### src/rtl/burst_timeout_arbiter.sv
// burst_timeout_arbiter: burst-locking arbiter with per-channel aging promotion.
// Define BURST_TIMEOUT_ARBITER_PREEMPT_EN to cap every grant at MAX_BURST cycles.
module burst_timeout_arbiter #(
    parameter int SIZE      = 4,
    parameter int TIMEOUT   = 8,
    parameter int MAX_BURST = 16
) (
    input  logic            clock,
    input  logic            resetn,
    input  logic [SIZE-1:0] requests,
    input  logic [SIZE-1:0] releases,
    output logic [SIZE-1:0] grant,
    output logic            busy
);
    localparam int CW = TIMEOUT > 1 ? $clog2(TIMEOUT) : 1;
    typedef enum logic {IDLE, LOCKED} state_t;
    state_t          r_state, w_state_nx;
    logic [SIZE-1:0] r_grant, w_grant_nx, w_timed, w_pool, w_win;
    logic [CW-1:0]   r_age [1:SIZE-1];
    logic [CW-1:0]   w_age_nx [1:SIZE-1];
    logic            w_release;
    always_comb begin
        w_timed = '0;
        for (int i = 1; i < SIZE; i++) w_timed[i] = requests[i] && r_age[i] == '0;
    end
    // Timed-out requesters pre-empt plain priority; isolate the lowest set bit.
    assign w_pool = |w_timed ? w_timed : requests;
    assign w_win  = w_pool & (~w_pool + SIZE'(1));
`ifdef BURST_TIMEOUT_ARBITER_PREEMPT_EN
    localparam int BW = $clog2(MAX_BURST + 1);
    logic [BW-1:0] r_burst;
    always_ff @(posedge clock or negedge resetn) begin
        if (!resetn)             r_burst <= '0;
        else if (r_state == IDLE) r_burst <= '0;
        else                     r_burst <= r_burst + BW'(1);
    end
    assign w_release = |(r_grant & (~requests | releases)) || r_burst == BW'(MAX_BURST - 1);
`else
    assign w_release = |(r_grant & (~requests | releases));
`endif
    always_comb begin
        w_state_nx = r_state;
        w_grant_nx = r_grant;
        for (int i = 1; i < SIZE; i++) w_age_nx[i] = r_age[i];
        if (r_state == IDLE) begin
            if (|requests) begin
                w_state_nx = LOCKED;
                w_grant_nx = w_win;
                for (int i = 1; i < SIZE; i++)
                    w_age_nx[i] = w_win[i] ? CW'(TIMEOUT - 1) :
                                  (requests[i] && r_age[i] != '0) ? r_age[i] - CW'(1) : r_age[i];
            end
        end else if (w_release) begin
            w_state_nx = IDLE;
            w_grant_nx = '0;
        end
    end
    always_ff @(posedge clock or negedge resetn) begin
        if (!resetn) begin
            r_state <= IDLE;
            r_grant <= '0;
            for (int i = 1; i < SIZE; i++) r_age[i] <= CW'(TIMEOUT - 1);
        end else begin
            r_state <= w_state_nx;
            r_grant <= w_grant_nx;
            for (int i = 1; i < SIZE; i++) r_age[i] <= w_age_nx[i];
        end
    end
    assign grant = r_grant;
    assign busy  = r_state == LOCKED;
endmodule

### config.mk
export PLATFORM = sky130hd
export DESIGN_NAME = burst_timeout_arbiter
export DESIGN_NICKNAME = d
export VERILOG_FILES = /design/src/rtl/burst_timeout_arbiter.sv
export SDC_FILE = /design/constraint.sdc
export NUM_CORES = 1
export LEC_CHECK = 0
export ABC_AREA = 0
export CAP_MARGIN = 0
export CORE_MARGIN = 2
export CORE_UTILIZATION = 32
export DETAILED_ROUTE_END_ITERATION = 10
export GPL_TIMING_DRIVEN = 0
export REMOVE_ABC_BUFFERS = 1
export SLEW_MARGIN = 20
export SYNTH_ARGS = -nofsm -noshare
export SYNTH_HDL_FRONTEND = slang
export SYNTH_SLANG_ARGS = --single-unit
### constraint.sdc
create_clock -name clock -period 2.8 [get_ports clock]
set_input_delay 0.56 -clock clock [delete_from_list [all_inputs] [get_ports clock]]
set_output_delay 0.56 -clock clock [all_outputs]
set_load 0.05 [all_outputs]
**After elaboration in Yosys (flattened, before gate mapping)**

Index checks and enable logic that the tools add are counted.
Widths: inputs -> output; s select.

- Shift operators: 0
- Add/subtract/negate cells: 4
- Reduce and logical (&&, ||, !) cells: 23
- Multiplexer cells: 13
- Divide/modulo/power cells: 0
- Bitwise gates (word level): 6
- Equality and inequality tests: 1
- Multiply operators: 0
- Order comparisons: 0

Operators with widths:

| kind | count |
|---|---|
| $mux 3 | 6 |
| $mux 4 | 4 |
| $logic_not 3->1 | 3 |
| $reduce_and 3->1 | 3 |
| $reduce_bool 3->1 | 3 |
| $sub 3x1->3 const B | 3 |
| $and 4x4->4 | 2 |
| $not 4->4 | 2 |
| $reduce_bool 2->1 | 4 |
| $reduce_or 4->1 | 2 |
| $logic_and 1x1->1 | 6 |
| $add 4x1->4 const B | 1 |
| $or 4x4->4 | 1 |
| $mux 1 | 3 |
| $reduce_or 3->1 | 1 |
| $ne 2x1->1 const B | 1 |
| $reduce_and 2->1 | 1 |
| $not 1->1 | 1 |

- Memories: 0
- Bits in latches: 0
- Word-level logic and storage cells: 52
- Input port bits: 10
- Register bits: 14
- Output and inout port bits: 5
- Memory bits (writable): 0
- ROM bits: 0

**Logic depth before layout (Yosys ltp)**

- Depth in word-level cells: 9
- Depth in mapped cells: 7

**Worst setup path before layout**

Ideal clock, no wire load.

- Path type: flip-flop to flip-flop
- From: register r_age[6] in the netlist's numbering
- To: register r_age[0] in the netlist's numbering
- Period minus slack after synthesis: 1,830 ps
- Arrival: 1,748 ps
- Cell stages (with the launch flop): 7
- Required time: 2,718 ps
- Setup time: 82 ps
- Buffers on the path: 0
- Slack: 970 ps
- Cell sequence: dfstp_2 inv_1 ha_1 and3b_2 o311a_1 nand2b_4 mux2_4

- Longest elaborated chain between the ends: 9
- Elaborated cells between the ends (all ways): 10
- Those cells by class: 1 x add/sub; 2 x mux; 2 x bitwise; 5 x reduce/logical

RTL lines:

| element | RTL line | source |
|---|---|---|
| start, declared | 19 | `logic [CW-1:0] r_age [1:SIZE-1];` |
| $logic_not 3->1 (*) | 24 | `for (int i = 1; i < SIZE; i++) w_timed[i] = requests[i] && r_age[i] == '0;` |
| $logic_and 1x1->1 (*) | 24 |  |
| $reduce_or 3->1 | 27 | `assign w_pool = \|w_timed ? w_timed : requests;` |
| $mux 4 (*) | 27 |  |
| $not 4->4 | 28 | `assign w_win = w_pool & (~w_pool + SIZE'(1));` |
| $add 4x1->4 | 28 |  |
| $and 4x4->4 (*) | 28 |  |
| $reduce_bool 2->1 (no source line) | - |  |
| $reduce_and 3->1 (no source line) | - |  |

Every way passes the cells marked *; elsewhere a longest branch is shown, timed or not.
A chain may end at the register's enable or synchronous reset.

**Final worst setup path**

- From: register r_state (netlist: busy)
- To: output busy

RTL lines:

| element | RTL line | source |
|---|---|---|
| start, declared | 17 | `state_t r_state, w_state_nx;` |
| start signal, assigned | 64 | `r_state <= w_state_nx;` |
| end, declared | 13 | `output logic busy` |

No word-level cell between the ends.

==> flow_summary.toml <==
[run_status]
status = "finished clean"

[synth]
ys_seq_area_share_pct = 40.8
syn_area_per_cell_um2 = 9.13
synth_top_family_by_area = "simple AND/OR/NAND/NOR gates"
synthCells = 97
syn_area_um2 = 886
synth-seq-cells = 14
synth_simple_gate_area_share_pct = 21.9
synthXorXnorAreaFrac_pct = 2.97
ys_warn_count = 0
synthAdderAreaFrac_pct = 8.47
synth.distinct_cells = 35
muxShareOfSynthArea_pct = 3.39
synth-compound-area-share_pct = 16.0

[setup_path]
path_class = "flop to output pin"
critical_path.top_delay_family = "buffers and inverters"
cp_max_fo = 9
critPathCaptureType = "output pin"
crit_slowest_cell = "clkdlybuf4s50_1"
max_stage_delay_ns = 0.85
critical_path_buf_inv_count = 1
cp.required_ns = 2.24
path_cells = "clkdlybuf4s50_1"
startpoint_type = "flop"
cp.arrival_ns = 1.63

[floorplan]
die_w_um = 56.6
die-area_um2 = 3210
row_count = 19
die-height_um = 56.6
coreArea_um2 = 2690
io_pins = 15
initial_utilization_pct = 33.0

[grt]
grt_max_degree = 15
grt_first_pass_wirelength_um = 3080
antenna_found_initial = 0
grtUsageTotal_pct = 12.5
grt_pass1_vias = 720
grt.overflow.total = 0

[cts]
cts_root_buf = "clkbuf_4"
cts_buffers = 3
post-cts-setup-buffers = 0
cts.sinks = 14
cts_resized = 0
cts_tree = "yes"
clk_pin_slew_ns = 0.08
clock_path_buffers = 2
worstSkewPairLatency_ns = 0.29
h-tree-depth = 1
hold_buffers = 0

[sta]
finalSetupViolations = 0
period_share_pct = 78.2
setup_tns_ns = 0
relSlewSlack_pct = 57.8
drv_slew = 0
tightest_slew_ns = 0.631
rsz0062_at_grt = "no"
period_needed_ns = 2.19
hold_viol = 0
fin_skew_ns = 0.00998
hold_ws_ns = 0.513
fmax_mhz = 457

[route]
wirelength_um = 1760
drc = 0
first_pass_iters = 4
routedWlPerCell_um = 12.2
drtIter0Drc = 10
routed_via_density = 4.92
dr_total_vias = 714
drtAntennaViolNets = 0

[power]
pwr_density_cell_nw_per_um2 = 961
peakVddDrop_uv = 649
p_leak_nw = 0.511

[final_layout]
drive_above_1_share_pct = 17.5
seq_area_um2 = 362
fin_cells = 145
nFillCells = 284
nets = 131
diodes = 0
multi_input_area_um2 = 467
syn_to_final_growth_pct = 22.6
fin_area_um2 = 1090

[placed_design]
dpl.hpwl_um = 1360
gp_congestion = 0.720
placed_cells = 141
io_buffers = 14
placed_area_um2 = 1060

[hold_path]
min_path_type = "flop to flop"

[run]
drv_cap = 0
## cell families (layout without fill, tap and decap cells)
kind of cell | Yosys count | in the layout
mux | 2 | 2
buf+inv | 15 | 32
xor+xnor | 3 | 3
fa+ha+maj | 6 | 6
flops | 14 | 14
compound gates | 21 | 21
simple gates | 36 | 36
## cell usage in the layout (no fill, tap or decap), drive strengths merged
| cell type | n |
|---|---|
| mux2 | 2 |
| and3b | 2 |
| o22ai | 4 |
| o21ai | 7 |
| nand2b | 4 |
| dfstp | 9 |
| nor2 | 8 |
| nand4 | 1 |
| a22oi | 1 |
| or2 | 1 |
| and3 | 2 |
| a21boi | 1 |
| xnor2 | 1 |
| nand3b | 1 |
| clkdlybuf4s50 | 14 |
| clkbuf | 4 |
| ha | 6 |
| nor3 | 3 |
| dfrtp | 5 |
| and2b | 1 |
| o21a | 1 |
| nand3 | 2 |
| a21o | 1 |
| nand2 | 10 |
| a21oi | 1 |
| o32a | 1 |
| o311a | 1 |
| a22o | 1 |
| xor2 | 2 |
| o211a | 1 |
| inv | 14 |
| a31oi | 1 |
| nor2b | 1 |
## state kept, by name (all words and copies together) (netlist names)
signal and count:
r_age 9, grant 4, busy 1
## cell usage after synthesis
cell       n  area, µm²
o311a_1    1       10.0
inv_1     14       52.6
and2b_1    1       7.51
and3b_2    2       20.0
a21oi_1    1       5.00
nor2_2     1       6.26
nand2_1   10       37.5
a22oi_1    1       7.51
nand2b_1   3       18.8
nand3_1    2       10.0
nand2b_4   1       13.8
o21ai_0    5       25.0
and3_1     2       12.5
a31oi_1    1       6.26
dfstp_2    9        236
o32a_1     1       10.0
o21a_1     1       7.51
xnor2_1    1       8.76
nor2b_1    1       6.26
mux2_4     2       30.0
a21o_2     1       8.76
nand4_1    1       6.26
nor3_1     3       15.0
o211a_1    1       10.0
nor2_1     7       26.3
xor2_1     2       17.5
a21boi_1   1       7.51
dfrtp_1    5        125
o21ai_1    2       10.0
o22ai_1    4       25.0
nand3b_1   1       7.51
ha_1       6       75.1
clkbuf_2   1       5.00
a22o_1     1       8.76
or2_2      1       6.26
## power breakdown
group | total [mW] | switching (mW) | internal [mW]
Sequential | 0.397 | 0.0674 | 0.330
Clock | 0.125 | 0.0699 | 0.0553
Combinational | 0.521 | 0.296 | 0.226
## stage by stage
stage               setup WS [ns]  utilization [%]  power (mW)
finish                      0.611             40.4        1.04
global route                0.553             40.4        1.13
CTS                         0.585             40.4        1.06
detailed placement          0.543             39.5       0.928
global placement            0.558             39.5       0.908
floorplan                   0.969                -       0.779
## cell type report
class                           instances  area share [%]
Clock buffer                            4            2.42
Inverter                               14            4.84
Multi-Input combinational cell         68            43.0
Sequential cell                        14            33.3
Tap cell                               31            3.57
Timing Repair Buffer                   14            12.9
## per-layer routing
metal	vias to the layer above	global-route usage (%)	wire length, µm
met4	0	7.14	39
met2	11	18.8	777
li1	364	-	-
met5	-	0	0
met3	4	2.30	61
met1	335	16.7	884
## path summary, 6_finish.rpt
kind | startpoint | to | slack (ns) | depth (start not counted)
min in group asynchronous | resetn | grant[2] | 0.66 | 1
worst min-delay path | r_age[4] | r_age[4] | 0.51 | 2
worst min register to register | r_age[4] | r_age[4] | 0.51 | 2
worst max-delay path | busy | busy | 0.61 | 1
max in group asynchronous | resetn | busy | 1.73 | 1
worst max register to register | r_age[6] | r_age[1] | 0.86 | 6
Power figures use the tool's default switching activity.
